<file path="config.mk">
export PLATFORM = sky130hd
export DESIGN_NAME = q_serializer
export DESIGN_NICKNAME = d
export VERILOG_FILES = /design/src/rtl/q_ser_pkg.sv /design/src/rtl/q_ser_timer.sv /design/src/rtl/q_serializer.sv
export SDC_FILE = /design/constraint.sdc
export NUM_CORES = 1
export LEC_CHECK = 0
export ABC_AREA = 1
export BUFFER_PORTS_ARGS = -buffer_cell sky130_fd_sc_hd__buf_4
export CORE_MARGIN = 3
export CORE_UTILIZATION = 43
export DETAILED_ROUTE_END_ITERATION = 10
export MAX_ROUTING_LAYER = met4
export PLACE_DENSITY = 0.69
export SYNTH_ARGS = -nofsm -noshare
export SYNTH_HDL_FRONTEND = slang
export SYNTH_SLANG_ARGS = --single-unit
</file>
<file path="constraint.sdc">
create_clock -name i_clk -period 3 [get_ports i_clk]
set_clock_uncertainty 0.15 [all_clocks]
set_input_delay 0.9 -clock i_clk [delete_from_list [all_inputs] [get_ports i_clk]]
set_output_delay 0.9 -clock i_clk [all_outputs]
set_load 0.03 [all_outputs]
</file>
<file path="src/rtl/q_ser_pkg.sv">
// Shared types and helpers for the serialized-charge transmitter.
// Latency: n/a (types and constant functions only).
// Backpressure: n/a.
//
// Contents: FSM state enum, tail-length function, parameter range check
// and a small max helper used to size the shared duration timer.
package q_ser_pkg;

  typedef enum logic [1:0] {
    IDLE  = 2'd0,
    PULSE = 2'd1,
    GAP   = 2'd2,
    TAIL  = 2'd3
  } q_ser_state_t;

  // The tail must outlast the receiver watchdog (2**wtd cycles) by one.
  function automatic int q_ser_tail_cycles(input int wtd);
    return (1 << wtd) + 1;
  endfunction

  // Legal ranges: 1 <= qpp <= 2**bw-1, pd >= 1, 1 <= gap <= 2**wtd-1.
  // The gap bound keeps interior gaps shorter than the receiver timeout.
  function automatic bit q_ser_params_ok(input int bw, input int wtd,
                                         input int qpp, input int pd,
                                         input int gap);
    return (qpp >= 1) && (qpp <= (1 << bw) - 1) && (pd >= 1) &&
           (gap >= 1) && (gap <= (1 << wtd) - 1);
  endfunction

  function automatic int q_ser_max3(input int a, input int b, input int c);
    int m;
    m = a;
    if (b > m) m = b;
    if (c > m) m = c;
    return m;
  endfunction

endpackage

</file>
<file path="src/rtl/q_ser_timer.sv">
// Loadable down-counter shared by the PULSE, GAP and TAIL durations.
// Latency: value updates one cycle after load; expired is combinational on value.
// Backpressure: none; load always wins over the decrement.
//
// Ports:
//   i_clk, i_rst      clock, synchronous active-high reset
//   i_load            load i_load_val on the next edge
//   i_load_val        duration minus one (counter reaches 0 on the last cycle)
//   o_value           current count
//   o_expired         count is zero: this is the last cycle of the interval
module q_ser_timer #(
  parameter int W = 3
) (
  input  logic         i_clk,
  input  logic         i_rst,
  input  logic         i_load,
  input  logic [W-1:0] i_load_val,
  output logic [W-1:0] o_value,
  output logic         o_expired
);

  logic [W-1:0] r_value;

  always_ff @(posedge i_clk) begin
    if (i_rst) begin
      r_value <= '0;
    end else if (i_load) begin
      r_value <= i_load_val;
    end else if (r_value != '0) begin
      r_value <= r_value - 1'b1;
    end
  end

  assign o_value   = r_value;
  assign o_expired = (r_value == '0);

endmodule

</file>
<file path="src/rtl/q_serializer.sv">
// Serializes a charge value into a frame of fixed-width pulses plus a low tail.
// Latency: first pulse in the cycle after the accepting edge; done after the tail.
// Backpressure: ready low for the whole frame; start while not ready is dropped.
//
// Ports:
//   i_clk, i_rst       clock, synchronous active-high reset
//   i_start, i_q_in    request and charge value, taken when o_ready is high
//   o_ready            idle (also high in the done cycle, which accepts start)
//   o_done             one-cycle end-of-frame pulse
//   o_q_serialized     registered pulse line to the receiver
//   o_n_pulses         pulses emitted in the current / last frame
//
// Build option: define Q_SER_ROUND_EN to round the pulse count to nearest
// (one extra pulse when the remainder is at least half a quantum); the
// default build truncates.
module q_serializer
  import q_ser_pkg::*;
#(
  parameter int BUS_WIDTH      = 10,
  parameter int WTD_BUS_WIDTH  = 2,
  parameter int Q_PER_PULSE    = 30,
  parameter int PULSE_DURATION = 3,
  parameter int GAP_CYCLES     = 1
) (
  input  logic                 i_clk,
  input  logic                 i_rst,
  input  logic                 i_start,
  input  logic [BUS_WIDTH-1:0] i_q_in,
  output logic                 o_ready,
  output logic                 o_done,
  output logic                 o_q_serialized,
  output logic [BUS_WIDTH-1:0] o_n_pulses
);

  localparam int TAIL_CYCLES = q_ser_tail_cycles(WTD_BUS_WIDTH);
  localparam int TMR_MAX     = q_ser_max3(PULSE_DURATION, GAP_CYCLES, TAIL_CYCLES);
  localparam int TMR_W       = $clog2(TMR_MAX + 1);

  localparam logic [TMR_W-1:0]     PULSE_LD = TMR_W'(PULSE_DURATION - 1);
  localparam logic [TMR_W-1:0]     GAP_LD   = TMR_W'(GAP_CYCLES - 1);
  localparam logic [TMR_W-1:0]     TAIL_LD  = TMR_W'(TAIL_CYCLES - 1);
  localparam logic [BUS_WIDTH-1:0] QPP      = BUS_WIDTH'(Q_PER_PULSE);

  if (!q_ser_params_ok(BUS_WIDTH, WTD_BUS_WIDTH, Q_PER_PULSE,
                       PULSE_DURATION, GAP_CYCLES)) begin : g_param_err
    $error("q_serializer: parameter out of range");
  end

  q_ser_state_t         r_state;
  q_ser_state_t         w_state_nxt;
  logic [BUS_WIDTH-1:0] r_q_rem;
  logic [BUS_WIDTH-1:0] r_n_pulses;
  logic                 r_ready;
  logic                 r_done;
  logic                 r_q_ser;

  logic                 w_accept;
  logic [BUS_WIDTH-1:0] w_src;
  logic                 w_full;
  logic                 w_half;
  logic                 w_more;
  logic [BUS_WIDTH-1:0] w_sub;
  logic                 w_enter_pulse;
  logic                 w_done_nxt;
  logic                 w_tmr_load;
  logic [TMR_W-1:0]     w_tmr_load_val;
  logic [TMR_W-1:0]     w_unused_tmr_value;
  logic                 w_tmr_expired;

  q_ser_timer #(
    .W (TMR_W)
  ) u_timer (
    .i_clk      (i_clk),
    .i_rst      (i_rst),
    .i_load     (w_tmr_load),
    .i_load_val (w_tmr_load_val),
    .o_value    (w_unused_tmr_value),
    .o_expired  (w_tmr_expired)
  );

  assign w_accept = i_start && (r_state == IDLE);

  // In IDLE the remainder is not latched yet, so the pulse decision and the
  // first subtraction work straight from the input value.
  assign w_src  = (r_state == IDLE) ? i_q_in : r_q_rem;
  assign w_full = (w_src >= QPP);
`ifdef Q_SER_ROUND_EN
  // Extra rounding pulse when 2*rem >= Q_PER_PULSE; widened to avoid overflow.
  assign w_half = (({1'b0, w_src} << 1) >= {1'b0, QPP});
`else
  assign w_half = 1'b0;
`endif
  assign w_more = w_full || w_half;
  // A rounding pulse consumes the whole remainder.
  assign w_sub  = w_full ? (w_src - QPP) : '0;

  assign w_enter_pulse = (w_state_nxt == PULSE) && (r_state != PULSE);

  always_comb begin
    w_state_nxt    = r_state;
    w_tmr_load     = 1'b0;
    w_tmr_load_val = PULSE_LD;
    w_done_nxt     = 1'b0;
    case (r_state)
      IDLE: begin
        if (i_start) begin
          w_tmr_load = 1'b1;
          if (w_more) begin
            w_state_nxt    = PULSE;
            w_tmr_load_val = PULSE_LD;
          end else begin
            w_state_nxt    = TAIL;
            w_tmr_load_val = TAIL_LD;
          end
        end
      end
      PULSE: begin
        if (w_tmr_expired) begin
          w_tmr_load = 1'b1;
          if (w_more) begin
            w_state_nxt    = GAP;
            w_tmr_load_val = GAP_LD;
          end else begin
            w_state_nxt    = TAIL;
            w_tmr_load_val = TAIL_LD;
          end
        end
      end
      GAP: begin
        if (w_tmr_expired) begin
          w_state_nxt    = PULSE;
          w_tmr_load     = 1'b1;
          w_tmr_load_val = PULSE_LD;
        end
      end
      TAIL: begin
        if (w_tmr_expired) begin
          w_state_nxt = IDLE;
          w_done_nxt  = 1'b1;
        end
      end
      default: begin
        w_state_nxt = IDLE;
      end
    endcase
  end

  always_ff @(posedge i_clk) begin
    if (i_rst) begin
      r_state    <= IDLE;
      r_ready    <= 1'b1;
      r_done     <= 1'b0;
      r_q_ser    <= 1'b0;
      r_q_rem    <= '0;
      r_n_pulses <= '0;
    end else begin
      r_state <= w_state_nxt;
      // Outputs are registered from the next state so they line up with it.
      r_ready <= (w_state_nxt == IDLE);
      r_done  <= w_done_nxt;
      r_q_ser <= (w_state_nxt == PULSE);
      if (w_enter_pulse) begin
        r_q_rem    <= w_sub;
        r_n_pulses <= (r_state == IDLE) ? BUS_WIDTH'(1) : (r_n_pulses + 1'b1);
      end else if (w_accept) begin
        r_q_rem    <= i_q_in;
        r_n_pulses <= '0;
      end
    end
  end

  assign o_ready        = r_ready;
  assign o_done         = r_done;
  assign o_q_serialized = r_q_ser;
  assign o_n_pulses     = r_n_pulses;

endmodule
</file>
== Word-level counts from Yosys, hierarchy flattened ==
Cells that the tools add are included.
Widths: inputs -> output; s select.
Cells by class
  muxes and demuxes: 24
  $lt $le $gt $ge: 1
  bitwise operators: 1
  add/subtract/negate cells: 3
  reduce and logical (&&, ||, !) cells: 10
  equality and inequality tests: 5
Operators by type and width (number)
  $mux 10: 7
  $mux 3: 6
  $add 10x1->10 const B: 1
  $ge 10x5->1 const B: 1
  $mux 2: 5
  $sub 10x5->10 const B: 1
  $pmux 2 s4: 1
  $pmux 3 s2: 1
  $eq 2x1->1 const B: 2
  $eq 2x2->1 const B: 2
  $logic_not 2->1: 2
  $reduce_bool 2->1: 2
  $reduce_or 2->1: 2
  $logic_not 3->1: 1
  $mux 1: 3
  $reduce_bool 3->1: 1
  $sub 3x1->3 const B: 1
  $logic_and 1x1->1: 2
  $ne 2x1->1 const B: 1
  $pmux 1 s2: 1
  $not 1->1: 1
Storage, ports and cells
  flip-flop bits (word level): 28
  input port bits: 13
  word-level logic and storage cells: 51
  output and inout bits: 13

== Depth between registers and ports, before layout ==
  depth in word-level cells: 9
  gate-level depth with buffers: 18
  gate-level depth less buffers: 15

== Hierarchy ==
A second synthesis with hierarchy kept.
Second synthesis, totals
  cells, all modules: 296
  area, all modules: 2021.9 um2
Modules (own cells, without submodules)
  q_serializer: cells each 268, area each 1823.0 um2, instances 1, sequential area each 480.5 um2
  q_ser_timer: cells each 28, area each 198.9 um2, instances 1, sequential area each 60.1 um2

== Worst setup path before layout ==
OpenSTA, ideal clock, no wires.
  path type: input -> register
  from: input i_q_in[6]
  to: register r_n_pulses[0] (netlist: o_n_pulses[0])
  arrival time: 2.079 ns
  data required time: 2.735 ns
  library setup time: 0.115 ns
  path buffers: 0
  stages on the path: 11
  setup slack: 0.656 ns
  cell sequence: inv_1 nand2_1 nand2_1 nand2_2 nor2_4 nand4_2 a21oi_4 nand2_2 nor2_4 nand2_1 and3_1
On the way
  longest elaborated chain between the ends: 8
  elaborated cells between the ends (all ways): 11
  those cells by class: order compare (1); eq/ne (1); mux (7); reduce/logical (2)
RTL lines
  start: declaration: RTL line q_serializer.sv:28  | input logic [BUS_WIDTH-1:0] i_q_in,
  $mux 10 *: RTL line q_serializer.sv:85  | assign w_src = (r_state == IDLE) ? i_q_in : r_q_rem;
  $ge 10x5->1 *: RTL line q_serializer.sv:86  | assign w_full = (w_src >= QPP);
  $mux 1 / $mux 2 (equally long branches): RTL line q_serializer.sv:120, q_serializer.sv:108
  $mux 2, on equally long branches: RTL line q_serializer.sv:118, q_serializer.sv:106
  $pmux 2 s4 *: RTL line q_serializer.sv:104  | case (r_state)
  $eq 2x1->1 *: RTL line q_serializer.sv:97  | assign w_enter_pulse = (w_state_nxt == PULSE) && (r_state != PULSE);
  $logic_and 1x1->1 *: RTL line q_serializer.sv:97
  $mux 10 / $reduce_bool 2->1 (equally long branches)
  end signal: assignment: RTL line q_serializer.sv:164  | r_n_pulses <= (r_state == IDLE) ? BUS_WIDTH'(1) : (r_n_pulses + 1'b1);
  end: declaration: RTL line q_serializer.sv:52  | logic [BUS_WIDTH-1:0] r_n_pulses;
Every way passes the cells marked *; elsewhere a longest branch is shown, timed or not.
A chain may end at the register's enable or synchronous reset.

== Worst setup path after layout ==
  from: register r_state[0]
  to: register r_n_pulses[8] (netlist: o_n_pulses[8])
On the way
  longest elaborated chain between the ends: 9
  elaborated cells between the ends (all ways): 20
  those cells by class: order compare (1); eq/ne (5); mux (10); reduce/logical (4)
RTL lines
  start: declaration: RTL line q_serializer.sv:49  | q_ser_state_t r_state;
  start signal: assignment: RTL line q_serializer.sv:157  | r_state <= w_state_nxt;
  $logic_not 2->1
  $mux 10: RTL line q_serializer.sv:85
  $ge 10x5->1: RTL line q_serializer.sv:86
  $mux 1 / $mux 2 (equally long branches): RTL line q_serializer.sv:120, q_serializer.sv:108
  $mux 2, on equally long branches: RTL line q_serializer.sv:118, q_serializer.sv:106
  $pmux 2 s4: RTL line q_serializer.sv:104
  $eq 2x1->1: RTL line q_serializer.sv:97
  $logic_and 1x1->1: RTL line q_serializer.sv:97
  $mux 10 / $reduce_bool 2->1 (equally long branches)
Parallel ways exist; a longest one is shown, timed or not.

==> summary.md <==
| Metric | Value |
|---|---|
| Outcome | `completed` |
| Fmax achieved | `362 MHz` |
| Worst-path clk slew | `around 0.090 ns` |
| Static Leak | `~1.1 nW` |
| GRT Overall Usage | `0.179` |
| Period utilization | `0.922` |
| Syn Area/Cell | `about 6.6 um2` |
| Worst hold stages | `2` |
| R2R Path End | `o_n_pulses[8]` |
| Fin cells | `around 360` |
| Slowest CP cell | `ha_1` |
| DR top layer | `met4` |
| Post-synth top flop | `dfxtp_1` |
| Peak VDD IR | `approximately 0.57 mV` |
| Initial Utilization | `0.463` |
| Seq/Total Area, Yosys | `0.282` |
| IO buf count | `24` |
| Req. time, crit path | `between 3 and 4 ns` |
| CP dominant cell by count | `nand2_1` |
| Diode count | `0` |
| Top delay family on crit path | `simple AND/OR/NAND/NOR gates` |
| Fin. Hold Viols | `0` |
| Hold path start | `u_timer.o_value[0]` |
| M1 WL | `2120 um` |
| Vias per cell | `5.08` |
| Share of cells above drive strength 1 | `0.166` |
| Slew @ Worst Pin | `0.637 ns` |
| CTS max path bufs | `2` |
| Placement-stage worst setup slack | `about 0.25 ns` |
| Core Box Area | `a little over 4000 um2` |
| Sink Count | `27` |
| Routed length per instance | `about 12 um` |
| FF-to-FF Start | `r_state[0]` |
| Slew Limit Fails | `0` |
| Post-CTS setup buffers | `0` |
| Final ANT Viol Nets | `0` |
| Number of synthesized flops with an enable pin | `0` |
| Die height | `about 73 um` |
| Setup Total Neg Slack | `0 ns` |
| Crit-path cells | `inv_1 > ha_1 > inv_4 > nand2_1 > nand2_1 > nand2_2 > nor2_4 > nand4_2 > a21oi_4 > nand2_2 > nor2_4 > nand2_1 > a21oi_1` |
| Most frequent cell after synthesis | `nand2_1` |
| NetSw | `1.04 mW` |
| DP Area | `2130 um2` |
| Die footprint | `roughly 5300 um2` |
| Final nets | `~340` |
| Row count | `23` |
| Clk_lat worst skew | `approximately 0.28 ns` |
| CP Capture Type | `register` |
| Overflow after GRT | `0` |
| Worst Hold Class | `reg -> reg` |
| Clock power share | `0.101` |
| CP arrival | `between 2 and 3 ns` |
| DR pass1 iterations | `5` |
| RSZ-0062 raised after global routing | `false` |
| Final WL | `roughly 4400 um` |
| First-pass GRT wire length | `~7500 um` |
| Most frequent cells after synthesis | `nand2_1 (86), inv_1 (32), nand3_1 (28)` |
| Initial antenna violation count | `0` |
| Vias in the first global route | `roughly 1,700` |
| Internal Power | `1.03 mW` |
| Area grow syn2layout | `13.2%` |
| FF-to-FF path depth | `13` |
| DR vias | `~1,800` |
| Mapped Cells | `just under 300` |
| Final setup margin | `between 0.2 and 0.25 ns` |
| DPL Wire Length | `around 3200 um` |
| Die width | `roughly 73 um` |
| Root Buffer | `clkbuf_8` |
| Startpoint Class | `register` |
| Register bit total from synthesis | `27` |
| Post-layout util | `0.524` |
| Relative max-transition margin | `0.575` |
| Yosys cell types | `33` |
| PwrDens | `roughly 950 nW/um2` |
| Fin crit period | `2.77 ns` |
| IO Count | `26` |
| Cell Area, Synth | `~1900 um2` |
| DRC Markers | `0` |
| Ys async rst share | `0` |
| Critical path's largest stage delay | `approximately 0.43 ns` |
| Sequential Power Share | `0.238` |
| Placed Instances | `between 300 and 400` |
| Cts hold-fix bufs | `0` |
| DRT iter0 DRCs | `about 110` |
| Combinational power share | `0.661` |
| Cell area after layout | `about 2200 um2` |
| FILL cells | `between 400 and 500` |
| Sw frac | `0.503` |
| Worst setup path class | `reg -> reg` |
| Met2 wire length | `about 2100 um` |
| Worst R2R Setup Slack | `0.23 ns` |
| Hold EP | `u_timer.o_value[0]` |
| # H-tree levels | `1` |
| Max-Cap Viols | `0` |
| Cell taking the most area after synthesis | `dfxtp_1` |
| Critical path peak fanout | `14` |
| Post-Syn Nets | `between 300 and 400` |
| Finish-stage setup viols | `0` |
| Buf/Inv on CP | `2` |
| Resized Gates After CTS | `0` |
| Top cell type's share of synthesized area | `0.282` |
| Pin count of the biggest net entering global routing | `25` |
| DR WL met3 | `approximately 150 um` |
| Routability cong. | `roughly 0.9` |
| CTS tree | `done` |
| Synth warn | `0` |
| TritonCTS buffer count | `3` |
| Top cells by area, synth | `dfxtp_1 (28%), nand2_1 (17%), nand3_1 (7.3%)` |
==> area by class of cell <==
cell class | instances | area (um2) | area share
clock buffers | 4 | 45.0 | 0.0207
well taps | 50 | 62.6 | 0.0288
flip-flops and latches | 27 | 541 | 0.249
multi-input cells | 216 | 1150 | 0.529
repair buffers | 32 | 240 | 0.111
inverters | 35 | 134 | 0.0616
==> worst register-to-register path, cell delays in order, from the launching register on <==
cell and delay [ns]:
dfxtp_1 0.39, inv_1 0.09, ha_1 0.43, inv_4 0.23, nand2_1 0.09, nand2_1 0.13
nand2_2 0.09, nor2_4 0.16, nand4_2 0.15, a21oi_4 0.21, nand2_2 0.11, nor2_4 0.22
nand2_1 0.08, a21oi_1 0.17
==> cell usage in the layout (no fill, tap or decap), types with 2 or more instances in the layout <==
| cell | Yosys | routed |
|---|---|---|
| a21oi_1 | 22 | 22 |
| nor3_1 | 3 | 3 |
| xor2_1 | 8 | 8 |
| a22oi_1 | 2 | 2 |
| nand2_1 | 86 | 86 |
| o21ai_2 | 2 | 2 |
| buf_4 | 0 | 32 |
| inv_1 | 32 | 32 |
| or2_2 | 2 | 2 |
| dfxtp_1 | 27 | 27 |
| nand4_1 | 14 | 14 |
| nand2_2 | 5 | 5 |
| nand3b_1 | 2 | 2 |
| o21ai_0 | 5 | 5 |
| clkinv_1 | 2 | 2 |
| clkbuf_8 | 0 | 3 |
| ha_1 | 8 | 8 |
| nand3_1 | 28 | 28 |
| nor2_1 | 17 | 17 |
| nor2_4 | 2 | 2 |
==> worst max path at each step <==
| stage | startpoint | end | slack [ns] | depth (start not counted) |
|---|---|---|---|---|
| after floorplan | i_q_in[6] | o_n_pulses[0] | 0.66 | 11 |
| after global placement | r_state[1] | o_n_pulses[0] | 0.25 | 12 |
| after detailed placement | r_state[0] | o_n_pulses[8] | 0.25 | 13 |
| after CTS | r_state[0] | o_n_pulses[8] | 0.23 | 13 |
| after global routing | r_state[0] | o_n_pulses[1] | 0.006 | 13 |
| final | r_state[0] | o_n_pulses[8] | 0.23 | 13 |
==> per-stage QoR <==
step / power (mW) / hold slack (ns)
floorplan: 1.61 / 0.289
global placement: 1.85 / 0.299
detailed placement: 1.87 / 0.303
CTS: 2.09 / 0.319
global route: 2.29 / 0.328
finish: 2.07 / 0.316
==> registers in the layout (all words and copies together) (netlist names) <==
register,count
o_n_pulses,10
r_q_rem,9
u_timer.o_value,3
r_state,2
o_done,1
o_q_serialized,1
o_ready,1
==> power by group through the flow <==
stage               Combinational (mW)  Sequential, mW  Clock [mW]
CTS                               1.37           0.494       0.225
floorplan                         1.08           0.529           0
detailed placement                1.37           0.502           0
global placement                  1.35           0.500           0
global route                      1.55           0.505       0.237
finish                            1.37           0.494       0.209
==> logic make-up (layout without fill, tap and decap cells) <==
logic type | count (synthesis) | count (layout) | synth area share
compound gates | 36 | 36 | 0.111
xor+xnor | 8 | 8 | 0.0365
fa+ha+maj | 8 | 8 | 0.0522
buf+inv | 49 | 71 | 0.119
flops | 27 | 27 | 0.282
simple gates | 164 | 164 | 0.400
==> layer usage <==
metal,global-route usage,vias up
li1,-,994
met2,0.301,26
met5,-,-
met3,0.0317,6
met4,0.0533,0
met1,0.219,822
Note: power is estimated with default switching activity, not from simulation.
